`config.mk`:
```
export PLATFORM = sky130hd
export DESIGN_NAME = fifo_bist
export DESIGN_NICKNAME = d
export VERILOG_FILES = /design/src/rtl/fifo_bist_pkg.sv /design/src/rtl/fifo_bist_lfsr16.sv /design/src/rtl/fifo_bist.sv
export SDC_FILE = /design/constraint.sdc
export NUM_CORES = 1
export LEC_CHECK = 0
export ABC_CLOCK_PERIOD_IN_PS = 6100
export BUFFER_PORTS_ARGS = -buffer_cell sky130_fd_sc_hd__buf_2
export CAP_MARGIN = 20
export CORE_MARGIN = 2
export CORE_UTILIZATION = 62
export CTS_CLUSTER_SIZE = 25
export DETAILED_ROUTE_END_ITERATION = 10
export PLACE_DENSITY = 0.85
export SYNTH_ARGS = -nofsm -noshare
export SYNTH_HDL_FRONTEND = slang
export SYNTH_SLANG_ARGS = --single-unit
export TNS_END_PERCENT = 1
```
`constraint.sdc`:
```
create_clock -name CLK -period 6.1 [get_ports CLK]
set_input_delay 0.61 -clock CLK [delete_from_list [all_inputs] [get_ports CLK]]
set_output_delay 0.61 -clock CLK [all_outputs]
set_load 0.05 [all_outputs]
```
`src/rtl/fifo_bist_pkg.sv`:
```
// Shared types and constants for the FIFO built-in self-test block.
package fifo_bist_pkg;

    typedef enum logic [1:0] {
        MODE_STREAM     = 2'd0,
        MODE_FILL_DRAIN = 2'd1,
        MODE_THROTTLE   = 2'd2,
        MODE_RSVD       = 2'd3
    } mode_e;

    typedef enum logic [2:0] {
        IDLE,
        WRITE,
        READ,
        RUN,
        FINISH
    } state_e;

    // x^16+x^14+x^13+x^11+1 as a right-shifting Fibonacci LFSR: feedback from bits 0,2,3,5
    localparam logic [15:0] LFSR_SEED = 16'hACE1;
    localparam logic [15:0] LFSR_TAPS = 16'h002D;

    function automatic logic [15:0] lfsrNext(input logic [15:0] cur);
        return {^(cur & LFSR_TAPS), cur[15:1]};
    endfunction

endpackage

```
`src/rtl/fifo_bist_lfsr16.sv`:
```
// 16-bit maximal-length LFSR used to throttle the BIST write/read strobes.
module bist_lfsr16
    import fifo_bist_pkg::*;
(
    input  logic        clk_i,
    input  logic        rst_i,
    input  logic        enable_i,
    input  logic        load_i,
    output logic [15:0] state_o
);

    logic [15:0] state_q;
    logic [15:0] state_d;

    always_comb begin
        state_d = state_q;
        if (load_i) begin
            state_d = LFSR_SEED;
        end else if (enable_i) begin
            state_d = lfsrNext(state_q);
        end
    end

    always_ff @(posedge clk_i) begin
        if (rst_i) begin
            state_q <= LFSR_SEED;
        end else begin
            state_q <= state_d;
        end
    end

    assign state_o = state_q;

endmodule

```
`src/rtl/fifo_bist.sv`:
```
// Self-test traffic generator and checker for an external FIFO: writes an incrementing
// word sequence, reads it back, counts mismatches and aborts on a stalled FIFO.
module fifo_bist
    import fifo_bist_pkg::*;
#(
    parameter int DW      = 24,
    parameter int NWORDS  = 256,
    parameter int SEED    = 0,
    parameter int TIMEOUT = 1024
) (
    input  logic          CLK,
    input  logic          RST,
    input  logic          start,
    input  logic [1:0]    mode,
    output logic [DW-1:0] wdata,
    output logic          winc,
    input  logic          wfull,
    input  logic [DW-1:0] rdata,
    output logic          rinc,
    input  logic          rempty,
    output logic          busy,
    output logic          done,
    output logic          pass,
    output logic          timeout,
    output logic [15:0]   err_cnt
);

    localparam int CW  = $clog2(NWORDS + 1);
    localparam int WDW = $clog2(TIMEOUT + 1);
    localparam logic [CW-1:0]  NWORDS_C  = CW'(NWORDS);
    localparam logic [WDW-1:0] TIMEOUT_C = WDW'(TIMEOUT);
    localparam logic [DW-1:0]  SEED_C    = DW'(SEED);

    state_e         state_q,   state_d;
    mode_e          mode_q,    mode_d;
    logic [CW-1:0]  wrCnt_q,   wrCnt_d;
    logic [CW-1:0]  rdCnt_q,   rdCnt_d;
    logic [DW-1:0]  wdata_q,   wdata_d;
    logic [DW-1:0]  expData_q, expData_d;
    logic           rdValid_q, rdValid_d;
    logic [15:0]    errCnt_q,  errCnt_d;
    logic [WDW-1:0] idleCnt_q, idleCnt_d;
    logic           done_q,    done_d;
    logic           pass_q,    pass_d;
    logic           timeout_q, timeout_d;

    logic        wincInt;
    logic        rincInt;
    logic        lfsrLoad;
    logic [15:0] lfsrState;
    logic        unusedLfsrBits;
    logic        busyInt;
    logic        canWrite;
    logic        canRead;
    logic        readsDone;
    logic        throttle;
    logic        startAccept;

    assign busyInt     = (state_q == WRITE) || (state_q == READ) || (state_q == RUN);
    assign canWrite    = !wfull && (wrCnt_q != NWORDS_C);
    assign canRead     = !rempty && (rdCnt_q != NWORDS_C);
    assign readsDone   = (rdCnt_q == NWORDS_C);
    assign throttle    = (mode_q == MODE_THROTTLE);
    assign startAccept = start && ((state_q == IDLE) || (state_q == FINISH));

    bist_lfsr16 uLfsr (
        .clk_i    (CLK),
        .rst_i    (RST),
        .enable_i (busyInt),
        .load_i   (lfsrLoad),
        .state_o  (lfsrState)
    );

    assign unusedLfsrBits = ^lfsrState[15:2];

    // Strobe generation, read-back checking and the watchdog; an accepted start overrides all
    always_comb begin
        state_d   = state_q;
        mode_d    = mode_q;
        wrCnt_d   = wrCnt_q;
        rdCnt_d   = rdCnt_q;
        wdata_d   = wdata_q;
        expData_d = expData_q;
        rdValid_d = 1'b0;
        errCnt_d  = errCnt_q;
        idleCnt_d = idleCnt_q;
        done_d    = done_q;
        pass_d    = pass_q;
        timeout_d = timeout_q;
        wincInt   = 1'b0;
        rincInt   = 1'b0;
        lfsrLoad  = 1'b0;

        case (state_q)
            RUN: begin
                wincInt = canWrite && (!throttle || lfsrState[0]);
                rincInt = canRead && (!throttle || lfsrState[1]);
            end
            WRITE: begin
                wincInt = canWrite;
                if (!canWrite) begin
                    state_d = READ;
                end
            end
            READ: begin
                rincInt = canRead;
                if (!canRead && !readsDone) begin
                    state_d = WRITE;
                end
            end
            FINISH: begin
                state_d = IDLE;
            end
            default: begin
            end
        endcase

        if (wincInt) begin
            wrCnt_d = wrCnt_q + 1'b1;
            wdata_d = wdata_q + 1'b1;
        end
        if (rincInt) begin
            rdCnt_d = rdCnt_q + 1'b1;
        end
        rdValid_d = rincInt;

        // Read data lands one cycle after rinc, so the check trails the strobe
        if (rdValid_q) begin
            expData_d = expData_q + 1'b1;
            if ((rdata != expData_q) && (errCnt_q != 16'hFFFF)) begin
                errCnt_d = errCnt_q + 1'b1;
            end
        end

        if (busyInt) begin
            if (wincInt || rincInt) begin
                idleCnt_d = '0;
            end else begin
                idleCnt_d = idleCnt_q + 1'b1;
            end
            if (idleCnt_d == TIMEOUT_C) begin
                timeout_d = 1'b1;
                pass_d    = 1'b0;
                done_d    = 1'b1;
                state_d   = FINISH;
            end else if (rdValid_q && readsDone) begin
                pass_d  = (errCnt_d == 16'h0000);
                done_d  = 1'b1;
                state_d = FINISH;
            end
        end

        if (startAccept) begin
            mode_d    = mode_e'(mode);
            state_d   = (mode_e'(mode) == MODE_FILL_DRAIN) ? WRITE : RUN;
            wrCnt_d   = '0;
            rdCnt_d   = '0;
            wdata_d   = SEED_C;
            expData_d = SEED_C;
            rdValid_d = 1'b0;
            errCnt_d  = '0;
            idleCnt_d = '0;
            done_d    = 1'b0;
            pass_d    = 1'b0;
            timeout_d = 1'b0;
            lfsrLoad  = 1'b1;
        end
    end

    always_ff @(posedge CLK) begin
        if (RST) begin
            state_q   <= IDLE;
            mode_q    <= MODE_STREAM;
            wrCnt_q   <= '0;
            rdCnt_q   <= '0;
            wdata_q   <= SEED_C;
            expData_q <= SEED_C;
            rdValid_q <= 1'b0;
            errCnt_q  <= '0;
            idleCnt_q <= '0;
            done_q    <= 1'b0;
            pass_q    <= 1'b0;
            timeout_q <= 1'b0;
        end else begin
            state_q   <= state_d;
            mode_q    <= mode_d;
            wrCnt_q   <= wrCnt_d;
            rdCnt_q   <= rdCnt_d;
            wdata_q   <= wdata_d;
            expData_q <= expData_d;
            rdValid_q <= rdValid_d;
            errCnt_q  <= errCnt_d;
            idleCnt_q <= idleCnt_d;
            done_q    <= done_d;
            pass_q    <= pass_d;
            timeout_q <= timeout_d;
        end
    end

    assign wdata   = wdata_q;
    assign winc    = wincInt;
    assign rinc    = rincInt;
    assign busy    = busyInt;
    assign done    = done_q;
    assign pass    = pass_q;
    assign timeout = timeout_q;
    assign err_cnt = errCnt_q;

endmodule
```
* Yosys cells after proc, flatten, opt, wreduce, memory -nomap -nowiden
Index checks and enable logic that the tools add are counted.
** Storage, ports and cells
- Word-level logic and storage cells :: 77
- Output and inout port bits :: 46
- Register bits :: 118
** Operators by class
- Reductions and logical operators :: 27
- Mux-type cells :: 19
- Equal/unequal tests :: 12
- Add/subtract/negate cells :: 6
** Operator list (number)
- $add A24 B1 Y24 const B :: 2
- $mux W16 :: 2
- $ne A24 B24 Y1 :: 1
- $mux W11 :: 2
- $add A9 B1 Y9 const B :: 2
- $mux W3 :: 6
- $ne A9 B9 Y1 const B :: 2
- $add A16 B1 Y16 const B :: 1
- $logic_not A16 Y1 :: 1
- $ne A16 B16 Y1 const B :: 1
- $reduce_xor A16 Y1 :: 1
- $add A11 B1 Y11 const B :: 1
- $eq A11 B11 Y1 const B :: 1
- $eq A9 B9 Y1 const B :: 1
- $pmux W3 S3 :: 1
- $logic_and A1 B1 Y1 :: 8
- $eq A3 B2 Y1 const B :: 2
- $logic_or A1 B1 Y1 :: 6
- $logic_not A1 Y1 :: 5
- $mux W1 :: 5
- $pmux W1 S2 :: 2
- $reduce_and A2 Y1 :: 2
- $reduce_or A2 Y1 :: 2
- $eq A3 B1 Y1 const B :: 1
- other kinds (6) :: 6

* Logic depth before layout (Yosys ltp)
- Depth in word-level cells :: 12
- Gate-level depth with buffers :: 11

* Hierarchy
Synthesis repeated with hierarchy kept, for this count alone.
** Second synthesis, totals
- Cell total of the unflattened synthesis :: 688
- Area total of the unflattened synthesis :: 5818.1 µm²
** Modules (own cells, without submodules)
- fifo_bist :: seq. area each 2042.0 µm², cells each 632, instances 1, area each 5187.5 µm²
- bist_lfsr16 :: seq. area each 320.3 µm², cells each 56, instances 1, area each 630.6 µm²

* Worst setup path before layout
OpenSTA, ideal clock, no wires.
- Path kind :: register to register
- Start point :: register rdCnt_q[0]
- End point :: register rdCnt_q[8]
- Buffers on the path :: 1
- Setup slack :: 3.291 ns
- Clock period less this slack :: 2.809 ns
- Data arrival time :: 2.739 ns
- Stages on the path, launching flop included :: 10
- Required time :: 6.030 ns
- Setup time :: 0.070 ns
- Path through :: dfxtp_1 > inv_1 > ha_1 > nor4b_1 > and4b_1 > clkbuf_1 > nor2_1 > nand4_1 > or3_1 > a21oi_1
** On the way
- Cells in the longest elaborated chain, start to end :: 4
- Elaborated cells between the ends (all ways) :: 5
** RTL lines
- start: declaration :: RTL line fifo_bist.sv:37 : logic [CW-1:0] rdCnt_q, rdCnt_d;
- start signal: assignment :: RTL line fifo_bist.sv:188 : rdCnt_q <= rdCnt_d;
- $ne A9 B9 Y1 (*) :: RTL line fifo_bist.sv:61 : assign canRead = !rempty && (rdCnt_q != NWORDS_C);
- $logic_and A1 B1 Y1 (*) :: RTL line fifo_bist.sv:61
- $logic_and A1 B1 Y1 :: RTL line fifo_bist.sv:97 : rincInt = canRead && (!throttle || lfsrState[1]);
- $pmux W1 S2 (*) :: RTL line fifo_bist.sv:94 : case (state_q)
- named net rinc :: RTL line fifo_bist.sv:19 : output logic rinc,
The timed path passes the listed nets; every way through them passes the cells marked *.
A chain may end at the register's enable or synchronous reset.

* Worst setup path after layout
- Start point :: register wrCnt_q[0]
- End point :: output port winc
** On the way
- Cells in the longest elaborated chain, start to end :: 4
** RTL lines
- start: declaration :: RTL line fifo_bist.sv:36 : logic [CW-1:0] wrCnt_q, wrCnt_d;
- start signal: assignment :: RTL line fifo_bist.sv:187 : wrCnt_q <= wrCnt_d;
- $ne A9 B9 Y1 (*) :: RTL line fifo_bist.sv:60 : assign canWrite = !wfull && (wrCnt_q != NWORDS_C);
- $logic_and A1 B1 Y1 (*) :: RTL line fifo_bist.sv:60
- $logic_and A1 B1 Y1 :: RTL line fifo_bist.sv:96 : wincInt = canWrite && (!throttle || lfsrState[0]);
- $pmux W1 S2 (*) :: RTL line fifo_bist.sv:94
- end: declaration :: RTL line fifo_bist.sv:16 : output logic winc,
Mark *: on every way between the ends. The rest lies on a longest branch, timed or not.

==> impl_metrics.tcl <==
set metrics [dict create \
    power.density_mw_per_mm2 276.9 \
    crit_slowest_cell "a2111oi_4" \
    final_common_cell "dfxtp_1" \
    finalClockSkew_ns 0.006473 \
    synthesis.area_mm2 0.005749 \
    die_w_um 100.3 \
    grt-ovfl-total 0 \
    clockBufferDepth 2 \
    grt_use_total_pct 26.62 \
    gp_congestion 0.8598 \
    grt_pass1_vias 4732 \
    fmaxAchievable_mhz 311.7 \
    peakVddDrop_uv 177.5 \
    cts_num_sinks 118 \
    post-place-ws_ns 2.904 \
    post_drt_wl_per_cell_um 14.90 \
    clkLatencyLatePin_ns 0.52 \
    fin_ws_ns 2.892 \
    cts_root_buf "clkbuf_8" \
    hold_buffers 0 \
    die-height_um 100.3 \
    worstPathArrival_ns 2.60 \
    r2r-start "wrCnt_q[0]$_SDFFE_PP0P_" \
    postCtsSetupRepairBufs 0 \
    synth_edf_count 0 \
    worst_setup_path_end_kind "output pin" \
    via_per_inst 5.741 \
    yosys.cell_types.count 56 \
    dp_hpwl_um 8588 \
    coreArea_mm2 0.009109 \
    period_share_pct 52.59 \
    port_buffers 76 \
    tightest_slew_ns 0.9128 \
    power.leakage_nw 2.574 \
    drt_iter0_drc 239 \
    cap_violations 0 \
    cp_max_fo 16 \
    synth_fp_nets 731 \
    cts_htree_levels 4 \
    dr.pass1.iters 5 \
    worst-setup-path-type "flip-flop to output pin" \
    rows 35 \
    whs_ns 0.3545 \
    nNetsFinal 795 \
    dieArea_mm2 0.01006 \
    finalPower_mw 1.862 \
    yosysTopAreaCellShare_pct 41.09 \
    antenna-diode-count 0 \
    startpoint "wrCnt_q[0]$_SDFFE_PP0P_" \
    io_pins 77 \
    relSlewSlack_pct 39.15 \
    syn_area_per_cell_um2 8.308 \
    async_flop_share_pct 0 \
    grt_pass1_wl_um 21510 \
    drive_above_1_share_pct 15.49 \
    finalSetupViolCount 0 \
    crit_path_cell_trace "inv_1 > ha_1 > nor4b_1 > a2111oi_4 > buf_2" \
    wirelength_um 13100 \
    hp-start "RST" \
    cts_tree "done" \
    postLayoutCoreUtil_pct 73.82 \
    rsz0062_at_grt "false" \
    cts-resized-gates 0 \
    start_util_pct 63.12 \
    yosysWarnings 0 \
    antenna_found_initial 0 \
    finalSetupTns_ns 0 \
    finalHoldViolations 0 \
    synth_seq_cells 118 \
    areaGrowthSynthToFinish_pct 16.95 \
    synth_ff_type "dfxtp_1" \
    ant_nets 0 \
    numCtsBuffers 17 \
    vias 5046 \
    outcome "complete, no violations" \
    synth_top_area_cell "dfxtp_1" \
    grt_max_degree 104 \
    cp-start-kind "flip-flop" \
    drcViolationCount 0 \
    clk_pin_slew_ns 0.05 \
    synth_area_leaders "dfxtp_1 (41%), xnor2_1 (9.0%), nor2_1 (6.9%)" \
    finalMaxSlewViolations 0 \
    layout_common_cells "dfxtp_1 (118), nor2_1 (105), buf_2 (76)" \
    cpPeakStageDelay_ns 0.82 \
    syn_inst 692 \
    synth-seq-area-share_pct 41.09 \
    required_ns 5.49 \
    worstHoldPathType "input pin to flip-flop" \
    min_period_ns 3.208 \
]
==> cells in the mapped netlist (2+ instances only) <==
cell	instances
ha_1	8
buf_1	4
and4_1	7
o2111ai_1	2
a21oi_1	38
nor3b_1	4
nor4_1	2
nand3_1	30
dfxtp_1	118
and2_1	11
nor2b_1	5
nand4_1	34
or3_1	15
nor4b_1	3
mux2i_1	6
nand2_1	73
buf_2	4
a31oi_1	2
and3_1	15
nor3_1	10
o211ai_1	2
or2_2	2
clkbuf_1	24
inv_1	12
nor2_1	105
a211o_1	2
xnor2_1	59
xor2_1	43
o21ai_0	25
==> power by group <==
part           internal [mW]  switching (mW)  total [mW]
clock                  0.578           0.337       0.914
sequential             0.788          0.0151       0.803
combinational         0.0473          0.0971       0.144
==> final cells by class <==
class | count | area [µm²]
Clock inverter | 8 | 73.82
Multi-Input combinational cell | 530 | 3219
Tap cell | 111 | 138.9
Timing Repair Buffer | 77 | 407.9
Sequential cell | 118 | 2362
Fill cell | 674 | 2385
Clock buffer | 23 | 476.7
Inverter | 12 | 45.04
==> layer usage <==
layer / track usage (%) / share of wire (%) / wire length (µm) / up-vias
met5: 0 / 0 / 0 / -
met4: 12.22 / 2.1 / 277 / 0
met3: 5.432 / 4.4 / 571 / 22
met2: 45.64 / 50 / 6490 / 139
met1: 32.11 / 44 / 5762 / 2383
li1: - / - / - / 2502
==> worst max-delay path: cells and delay by family (launching register included) <==
family                   cells  cell delay, ns
AO/OA/AOI/OAI                1            0.82
buffers and inverters        2            0.49
flip-flops                   1            0.40
adder cells (fa/ha/maj)      1            0.20
AND/OR/NAND/NOR              1            0.17
==> worst paths after layout <==
| check | cells after the start | end | slack [ns] |
|---|---|---|---|
| max | 5 | winc | 2.89 |
| min | 2 | state_q[1]$_SDFF_PP0_ | 0.35 |
| max reg2reg | 9 | wdata[22]$_SDFFE_PP0P_ | 2.92 |
| min reg2reg | 2 | uLfsr.state_o[3]$_SDFFE_PP0N_ | 0.46 |
==> flip-flops by register name, summed over array words and instances (netlist names) <==
signal,count
err_cnt,16
wdata,24
wrCnt_q,9
idleCnt_q,11
uLfsr.state_o,16
rdCnt_q,9
expData_q,24
pass,1
rdValid_q,1
state_q,3
timeout,1
mode_q,2
done,1
==> metrics by stage <==
step | cell area [µm²] | instances
floorplan | 5749 | 692
global placement | 6146 | 847
detailed placement | 6146 | 847
CTS | 6696 | 878
global route | 6724 | 879
finish | 6724 | 879
==> kinds of logic (layout without fill, tap and decap cells) <==
| family | after synthesis | in the layout | synth area share (%) |
|---|---|---|---|
| and+or+nand+nor | 330 | 330 | 28.75 |
| DFF | 118 | 118 | 41.09 |
| muxes | 6 | 6 | 1.045 |
| AOI/OAI and AO/OA | 84 | 84 | 8.879 |
| buffers and inverters | 44 | 120 | 2.960 |
| xor gates and xnor gates | 102 | 102 | 15.54 |
| adders and majority gates | 8 | 8 | 1.741 |
Power figures use the tool's default switching activity.
